--- config.mk ---
export PLATFORM = sky130hd
export DESIGN_NAME = cam_dvp_capture
export DESIGN_NICKNAME = d
export VERILOG_FILES = /design/src/rtl/cam_dvp_capture.sv
export SDC_FILE = /design/constraint.sdc
export NUM_CORES = 1
export LEC_CHECK = 0
export CAP_MARGIN = 0
export CORE_MARGIN = 1
export CORE_UTILIZATION = 50
export CTS_CLUSTER_DIAMETER = 40
export DETAILED_ROUTE_END_ITERATION = 16
export PLACE_DENSITY_LB_ADDON = 0.08
export SYNTH_ARGS = -nofsm -noshare
export SYNTH_HDL_FRONTEND = slang
export SYNTH_SLANG_ARGS = --single-unit
--- constraint.sdc ---
create_clock -name CLK -period 5.81 [get_ports CLK]
set_input_delay 0.581 -clock CLK [delete_from_list [all_inputs] [get_ports CLK]]
set_output_delay 0.581 -clock CLK [all_outputs]
set_load 0.005 [all_outputs]
--- src/rtl/cam_dvp_capture.sv ---
// OV5640 DVP capture front end: packs byte pairs into RGB565 words for SDRAM
// write port 1, skipping sensor settling frames and reloading the FIFO per frame.
module cam_dvp_capture #(
    parameter int DSIZE       = 16,
    parameter int H_ACTIVE    = 800,
    parameter int V_ACTIVE    = 480,
    parameter int SKIP_FRAMES = 10,
    parameter int LOAD_CYCLES = 4
) (
    input  logic             CLK,
    input  logic             RESET_N,
    input  logic             CAP_EN,
    input  logic             CAM_VSYNC,
    input  logic             CAM_HREF,
    input  logic [7:0]       CAM_DATA,
    output logic [DSIZE-1:0] WR_DATA,
    output logic             WR_EN,
    output logic             WR_LOAD,
    output logic             FRAME_DONE,
    output logic [7:0]       FRAME_CNT,
    output logic             LINE_ERR
);

    localparam int PW = $clog2(H_ACTIVE + 1);
    localparam int LW = $clog2(V_ACTIVE + 1);
    localparam logic [PW-1:0] PIX_MAX   = PW'(H_ACTIVE);
    localparam logic [LW-1:0] LINE_MAX  = LW'(V_ACTIVE);
    localparam logic [7:0]    SKIP_INIT = 8'(SKIP_FRAMES);
    localparam logic [3:0]    LOAD_MAX  = 4'(LOAD_CYCLES);

    typedef enum logic [1:0] {
        ST_IDLE,
        ST_SKIP,
        ST_LOAD,
        ST_CAPTURE
    } state_t;

    state_t          state_q, state_d;
    logic            vsync_r1_q, vsync_r2_q;
    logic            href_r1_q, href_r2_q;
    logic [7:0]      data_r1_q;
    logic            cap_en_q;
    logic [7:0]      skip_cnt_q, skip_cnt_d;
    logic [3:0]      load_cnt_q, load_cnt_d;
    logic [PW-1:0]   pix_cnt_q, pix_cnt_d;
    logic [LW-1:0]   line_cnt_q, line_cnt_d;
    logic            phase_q, phase_d;
    logic [7:0]      hi_byte_q, hi_byte_d;
    logic [DSIZE-1:0] wr_data_q, wr_data_d;
    logic            wr_en_q, wr_en_d;
    logic            wr_load_q, wr_load_d;
    logic            frame_done_q, frame_done_d;
    logic [7:0]      frame_cnt_q, frame_cnt_d;
    logic            line_err_q, line_err_d;

    logic vs_rise;
    logic href_fall;
    logic enter_load;

    assign vs_rise   = vsync_r1_q & ~vsync_r2_q;
    assign href_fall = href_r2_q & ~href_r1_q;

    always_comb begin
        state_d      = state_q;
        skip_cnt_d   = skip_cnt_q;
        load_cnt_d   = load_cnt_q;
        pix_cnt_d    = pix_cnt_q;
        line_cnt_d   = line_cnt_q;
        phase_d      = phase_q;
        hi_byte_d    = hi_byte_q;
        wr_data_d    = wr_data_q;
        wr_en_d      = 1'b0;
        wr_load_d    = 1'b0;
        frame_done_d = 1'b0;
        frame_cnt_d  = frame_cnt_q;
        line_err_d   = line_err_q;
        enter_load   = 1'b0;

        case (state_q)
            ST_IDLE: begin
                if (CAP_EN) begin
                    skip_cnt_d = SKIP_INIT;
                    state_d    = ST_SKIP;
                end
            end
            ST_SKIP: begin
                if (!CAP_EN) begin
                    state_d = ST_IDLE;
                end else if (vs_rise) begin
                    if (skip_cnt_q == 8'd0) begin
                        enter_load = 1'b1;
                    end else begin
                        skip_cnt_d = skip_cnt_q - 8'd1;
                    end
                end
            end
            ST_LOAD: begin
                if (!CAP_EN) begin
                    state_d = ST_IDLE;
                end else if (load_cnt_q == LOAD_MAX) begin
                    state_d = ST_CAPTURE;
                end else begin
                    wr_load_d  = 1'b1;
                    load_cnt_d = load_cnt_q + 4'd1;
                end
            end
            ST_CAPTURE: begin
                // Phase 1 completes a pixel; words beyond the active window are dropped.
                if (href_r1_q) begin
                    if (!phase_q) begin
                        hi_byte_d = data_r1_q;
                        phase_d   = 1'b1;
                    end else begin
                        phase_d = 1'b0;
                        if (pix_cnt_q < PIX_MAX && line_cnt_q < LINE_MAX) begin
                            wr_data_d = DSIZE'({hi_byte_q, data_r1_q});
                            wr_en_d   = 1'b1;
                            pix_cnt_d = pix_cnt_q + PW'(1);
                        end
                    end
                end else begin
                    phase_d = 1'b0;
                    if (href_fall) begin
                        pix_cnt_d = '0;
                        if (line_cnt_q < LINE_MAX) begin
                            line_cnt_d = line_cnt_q + LW'(1);
                        end
                        if (phase_q) begin
                            line_err_d = 1'b1;
                        end
                    end
                end
                if (vs_rise) begin
                    frame_done_d = 1'b1;
                    frame_cnt_d  = frame_cnt_q + 8'd1;
                    if (CAP_EN) begin
                        enter_load = 1'b1;
                    end else begin
                        state_d = ST_IDLE;
                    end
                end
            end
            default: state_d = ST_IDLE;
        endcase

        if (enter_load) begin
            state_d    = ST_LOAD;
            load_cnt_d = '0;
            pix_cnt_d  = '0;
            line_cnt_d = '0;
            phase_d    = 1'b0;
        end

        if (cap_en_q && !CAP_EN) begin
            line_err_d = 1'b0;
        end
    end

    always_ff @(posedge CLK or negedge RESET_N) begin
        if (!RESET_N) begin
            state_q      <= ST_IDLE;
            vsync_r1_q   <= 1'b0;
            vsync_r2_q   <= 1'b0;
            href_r1_q    <= 1'b0;
            href_r2_q    <= 1'b0;
            data_r1_q    <= '0;
            cap_en_q     <= 1'b0;
            skip_cnt_q   <= '0;
            load_cnt_q   <= '0;
            pix_cnt_q    <= '0;
            line_cnt_q   <= '0;
            phase_q      <= 1'b0;
            hi_byte_q    <= '0;
            wr_data_q    <= '0;
            wr_en_q      <= 1'b0;
            wr_load_q    <= 1'b0;
            frame_done_q <= 1'b0;
            frame_cnt_q  <= '0;
            line_err_q   <= 1'b0;
        end else begin
            state_q      <= state_d;
            vsync_r1_q   <= CAM_VSYNC;
            vsync_r2_q   <= vsync_r1_q;
            href_r1_q    <= CAM_HREF;
            href_r2_q    <= href_r1_q;
            data_r1_q    <= CAM_DATA;
            cap_en_q     <= CAP_EN;
            skip_cnt_q   <= skip_cnt_d;
            load_cnt_q   <= load_cnt_d;
            pix_cnt_q    <= pix_cnt_d;
            line_cnt_q   <= line_cnt_d;
            phase_q      <= phase_d;
            hi_byte_q    <= hi_byte_d;
            wr_data_q    <= wr_data_d;
            wr_en_q      <= wr_en_d;
            wr_load_q    <= wr_load_d;
            frame_done_q <= frame_done_d;
            frame_cnt_q  <= frame_cnt_d;
            line_err_q   <= line_err_d;
        end
    end

    assign WR_DATA    = wr_data_q;
    assign WR_EN      = wr_en_q;
    assign WR_LOAD    = wr_load_q;
    assign FRAME_DONE = frame_done_q;
    assign FRAME_CNT  = frame_cnt_q;
    assign LINE_ERR   = line_err_q;

endmodule

==> impl_results.html <==
<table>
<tr><th>Metric</th><th>Value</th></tr>
<tr><th colspan="2">Clocking</th></tr>
<tr><td>Clock sink count</td><td>83</td></tr>
<tr><td>TritonCTS Buffers</td><td>9</td></tr>
<tr><td>Setup Fix Bufs, Post-CTS</td><td>0</td></tr>
<tr><td>Cell at the root of the clock tree</td><td>sky130_fd_sc_hd__clkbuf_8</td></tr>
<tr><td>H-Tree Depth</td><td>3</td></tr>
<tr><td>TritonCTS clock tree</td><td>yes</td></tr>
<tr><td>Post-cts hold buffer count</td><td>0</td></tr>
<tr><td>Clock slew seen by the registers of the worst setup and hold paths</td><td>0.09 ns</td></tr>
<tr><td>Clock latency of the later-clocked register in the worst-skew pair</td><td>0.35 ns</td></tr>
<tr><td>Maximum buffer depth of the clock tree</td><td>2</td></tr>
<tr><td>Resize count post-CTS</td><td>0</td></tr>
<tr><th colspan="2">Placement</th></tr>
<tr><td>Post-detail-place hpwl</td><td>around 4400 um</td></tr>
<tr><td>Routability congestion estimate from global placement</td><td>between 0.8 and 0.9</td></tr>
<tr><td>Worst slack, placed</td><td>~2.9 ns</td></tr>
<tr><td>Number of input and output port buffers inserted</td><td>40</td></tr>
<tr><th colspan="2">STA</th></tr>
<tr><td>Hold violation total from the final report</td><td>0</td></tr>
<tr><td>Count of final max-slew check failures</td><td>0</td></tr>
<tr><td>Portion of the clock cycle consumed by the worst path in the final layout</td><td>44.48%</td></tr>
<tr><td>Worst-case clock skew</td><td>0.01205 ns</td></tr>
<tr><td>Post-route setup slack</td><td>3.226 ns</td></tr>
<tr><td>Setup TNS</td><td>0 ns</td></tr>
<tr><td>Unrepaired setup endpoints after global routing</td><td>false</td></tr>
<tr><td>Slew at the pin with the worst max-slew slack</td><td>1.058 ns</td></tr>
<tr><td>Fmax</td><td>387.0 MHz</td></tr>
<tr><td>Min cycle time layout</td><td>2.584 ns</td></tr>
<tr><td>Total setup violations reported at the end of the flow</td><td>0</td></tr>
<tr><td>Tightest slew margin relative to the limit</td><td>29.06%</td></tr>
<tr><th colspan="2">Setup path</th></tr>
<tr><td>Largest delay contributor family on the critical path</td><td>simple AND/OR/NAND/NOR gates</td></tr>
<tr><td>Worst Reg-to-Reg Cells</td><td>7</td></tr>
<tr><td>Critical Path Stages</td><td>6</td></tr>
<tr><td>Endpoint class of the critical path</td><td>flop</td></tr>
<tr><td>Crit Path Class</td><td>input pin to flop</td></tr>
<tr><td>Cells traversed along the worst timing path</td><td>clkdlybuf4s50_1 -&gt; nand4b_1 -&gt; o31a_1 -&gt; or4_1 -&gt; xor2_1 -&gt; nor2_2</td></tr>
<tr><td>Worst Path Buf+Inv</td><td>1</td></tr>
<tr><td>Worst stage delay on the critical path</td><td>approximately 0.6 ns</td></tr>
<tr><td>Arrival time worst endpoint</td><td>2.83 ns</td></tr>
<tr><td>Worst Path Max Fanout</td><td>9</td></tr>
<tr><td>Sort of element at the start of the critical path</td><td>input pin</td></tr>
<tr><td>Master of the slowest instance on the critical path</td><td>sky130_fd_sc_hd__clkdlybuf4s50_1</td></tr>
<tr><td>Critical path data required time</td><td>6.06 ns</td></tr>
<tr><th colspan="2">Synthesis</th></tr>
<tr><td>Number of flops mapped to enable cells by yosys</td><td>0</td></tr>
<tr><td>Number of instances in the synthesized netlist</td><td>approximately 300</td></tr>
<tr><td>Number of warnings reported in the yosys synthesis log</td><td>0</td></tr>
<tr><td>Count of state elements after synthesis</td><td>83</td></tr>
<tr><td>Net count after synthesis</td><td>322</td></tr>
<tr><td>Mean Syn Cell Area</td><td>11.74 um^2</td></tr>
<tr><td>Async set-reset flop share out of synthesis</td><td>100.0%</td></tr>
<tr><td>Fraction of the yosys area taken by sequential cells</td><td>58.57%</td></tr>
<tr><td>Flip-flop cell with the highest count after synthesis</td><td>sky130_fd_sc_hd__dfrtp_1</td></tr>
<tr><td>Post-synthesis cell area</td><td>3546 um^2</td></tr>
<tr><td>Distinct cells, synth</td><td>43</td></tr>
<tr><th colspan="2">Power and ir drop</th></tr>
<tr><td>Max rail drop VDD</td><td>between 150 and 200 uV</td></tr>
<tr><td>Total power</td><td>1.403 mW</td></tr>
<tr><td>Leakage Power</td><td>1.892 nW</td></tr>
<tr><td>Power density over cell area</td><td>327.0 nW/um^2</td></tr>
<tr><th colspan="2">Routing</th></tr>
<tr><td>WL/cell</td><td>roughly 15 um</td></tr>
<tr><td>Vias</td><td>between 2k and 2.5k</td></tr>
<tr><td>Count of routing violations after the opening detailed-route iteration</td><td>113</td></tr>
<tr><td>DRC Markers</td><td>0</td></tr>
<tr><td>Remaining number of nets flagged by the antenna check after routing</td><td>0</td></tr>
<tr><td>DR pass1 iterations</td><td>4</td></tr>
<tr><td>Post-detailed-route via-to-cell ratio</td><td>5.414</td></tr>
<tr><td>Final wirelength</td><td>6525 um</td></tr>
<tr><th colspan="2">GRT</th></tr>
<tr><td>Vias in the first global route</td><td>about 2.3k</td></tr>
<tr><td>First-pass GRT wire length</td><td>10950 um</td></tr>
<tr><td>Total Routing Usage GR</td><td>19.31%</td></tr>
<tr><td>Antenna violations before repair</td><td>0</td></tr>
<tr><td>Maximum number of pins on one net before global-route repair</td><td>84</td></tr>
<tr><td>Global route total overflow</td><td>0</td></tr>
<tr><th colspan="2">Floorplanning</th></tr>
<tr><td>Core Rows</td><td>30</td></tr>
<tr><td>Die Footprint</td><td>7432 um^2</td></tr>
<tr><td>Vertical die dimension</td><td>86.21 um</td></tr>
<tr><td>Die W</td><td>86.21 um</td></tr>
<tr><td>IO Count</td><td>41</td></tr>
<tr><td>Core Region</td><td>6832 um^2</td></tr>
<tr><td>Effective utilization at floorplan</td><td>between 50% and 60%</td></tr>
<tr><th colspan="2">Finish</th></tr>
<tr><td>Area growth from synthesis to final layout</td><td>20.99%</td></tr>
<tr><td>Total number of nets in the final design</td><td>368</td></tr>
<tr><td>N_diodes</td><td>0</td></tr>
<tr><td>Share of cells above drive strength 1</td><td>14.16%</td></tr>
<tr><td>Fillcell total</td><td>570</td></tr>
<tr><th colspan="2">Flow run</th></tr>
<tr><td>Number of maximum-capacitance constraint violations</td><td>0</td></tr>
<tr><th colspan="2">Outcome</th></tr>
<tr><td>Status</td><td>complete, no violations</td></tr>
<tr><th colspan="2">Hold path</th></tr>
<tr><td>Kind of path behind the tightest hold check</td><td>input pin to async pin</td></tr>
</table>
## synth_stat cells (5+ instances only)
library cell	n	share of area [%]
sky130_fd_sc_hd__a211oi_1	5	1.1
sky130_fd_sc_hd__a21oi_1	16	2.3
sky130_fd_sc_hd__clkbuf_1	5	0.53
sky130_fd_sc_hd__dfrtp_1	83	59
sky130_fd_sc_hd__ha_1	7	2.5
sky130_fd_sc_hd__inv_1	9	0.95
sky130_fd_sc_hd__mux2_2	25	7.9
sky130_fd_sc_hd__nand2_1	16	1.7
sky130_fd_sc_hd__nand3_1	12	1.7
sky130_fd_sc_hd__nand4_1	9	1.6
sky130_fd_sc_hd__nor2_1	24	2.5
sky130_fd_sc_hd__nor3_1	5	0.71
sky130_fd_sc_hd__o21ai_0	13	1.8
sky130_fd_sc_hd__or3_1	5	0.88
sky130_fd_sc_hd__xnor2_1	13	3.2
sky130_fd_sc_hd__xor2_1	7	1.7
## per-stage QoR
step           hold slack [ns]  area (um^2)  instances  util [%]
6_report                0.3874         4290        449     62.80
3_3_place_gp            0.4042         4056        433     59.38
2_1_floorplan           0.2854         3546        302         -
4_1_cts                 0.4289         4290        449     62.80
5_1_grt                 0.4482         4290        449     62.80
3_5_place_dp            0.4165         4056        433     59.38
## cells by family (layout without fill, tap and decap cells)
family,count (synthesis),in the layout,share of synthesized area [%]
DFF,83,83,58.57
buffers and inverters,16,67,1.764
AOI/OAI and AO/OA,52,52,9.457
xor gates and xnor gates,20,20,4.940
muxes,26,26,8.222
adders and majority gates,7,7,2.470
and+or+nand+nor,98,98,14.57
## report_power, final
part,total [mW],internal [mW],switching (mW),leakage [nW]
logic,0.209,0.100,0.109,0.709
registers,0.722,0.649,0.0725,1.07
clock network,0.472,0.249,0.223,0.113
total,1.40,0.999,0.404,1.89
## cells in the final DEF, fill, tap and decap left out, types with 3 or more instances in the layout
cell,instances
sky130_fd_sc_hd__nand3_1,12
sky130_fd_sc_hd__and3_1,4
sky130_fd_sc_hd__clkdlybuf4s50_1,39
sky130_fd_sc_hd__nor3_1,5
sky130_fd_sc_hd__a211oi_1,5
sky130_fd_sc_hd__and4_1,3
sky130_fd_sc_hd__dfrtp_1,83
sky130_fd_sc_hd__ha_1,7
sky130_fd_sc_hd__a31oi_1,3
sky130_fd_sc_hd__buf_4,3
sky130_fd_sc_hd__nor2_1,24
sky130_fd_sc_hd__nand2b_1,4
sky130_fd_sc_hd__nand2_1,16
sky130_fd_sc_hd__inv_1,9
sky130_fd_sc_hd__nand4_1,9
sky130_fd_sc_hd__clkbuf_8,9
sky130_fd_sc_hd__mux2_2,25
sky130_fd_sc_hd__o21ai_0,13
sky130_fd_sc_hd__or4_1,3
sky130_fd_sc_hd__xnor2_1,13
sky130_fd_sc_hd__xor2_1,7
sky130_fd_sc_hd__or3_1,5
sky130_fd_sc_hd__a21oi_1,16
## area by class of cell
cell class / instances / area [um^2] / share of cell area [%]
Sequential cell: 83 / 2077 / 48.41
Inverter: 9 / 33.78 / 0.7874
Multi-Input combinational cell: 203 / 1413 / 32.92
Clock buffer: 9 / 123.9 / 2.887
Tap cell: 96 / 120.1 / 2.800
Clock inverter: 7 / 110.1 / 2.566
Timing Repair Buffer: 42 / 412.9 / 9.624
## sequential cells by signal, indices dropped and copies added, names as in the netlist, 2 cells and up
| name | count |
|---|---|
| state_q | 2 |
| WR_DATA | 16 |
| hi_byte_q | 8 |
| FRAME_CNT | 8 |
| load_cnt_q | 4 |
| line_cnt_q | 9 |
| skip_cnt_q | 8 |
| data_r1_q | 8 |
| pix_cnt_q | 10 |
## per-layer routing
| metal | part of all wire [%] | track usage, % | vias up |
|---|---|---|---|
| li1 | - | - | 1181 |
| met1 | 48 | 26.84 | 1185 |
| met2 | 46 | 30.45 | 59 |
| met3 | 4.4 | 5.048 | 6 |
| met4 | 1.1 | 5.000 | 0 |
| met5 | 0 | 0 | - |
## worst paths after layout
check | from | endpoint | slack, ns
worst min register to register | cap_en_q$_DFF_PN0_ | LINE_ERR$_DFFE_PN0P_ | 0.42
max in group asynchronous | RESET_N | line_cnt_q[8]$_DFFE_PN0P_ | 4.75
min in group CLK | cap_en_q$_DFF_PN0_ | LINE_ERR$_DFFE_PN0P_ | 0.42
worst max register to register | skip_cnt_q[0]$_DFFE_PN0P_ | pix_cnt_q[5]$_DFFE_PN0P_ | 3.33
worst min-delay path | RESET_N | skip_cnt_q[2]$_DFFE_PN0P_ | 0.39
worst max-delay path | CAP_EN | line_cnt_q[6]$_DFFE_PN0P_ | 3.23
Power figures use the tool's default switching activity.
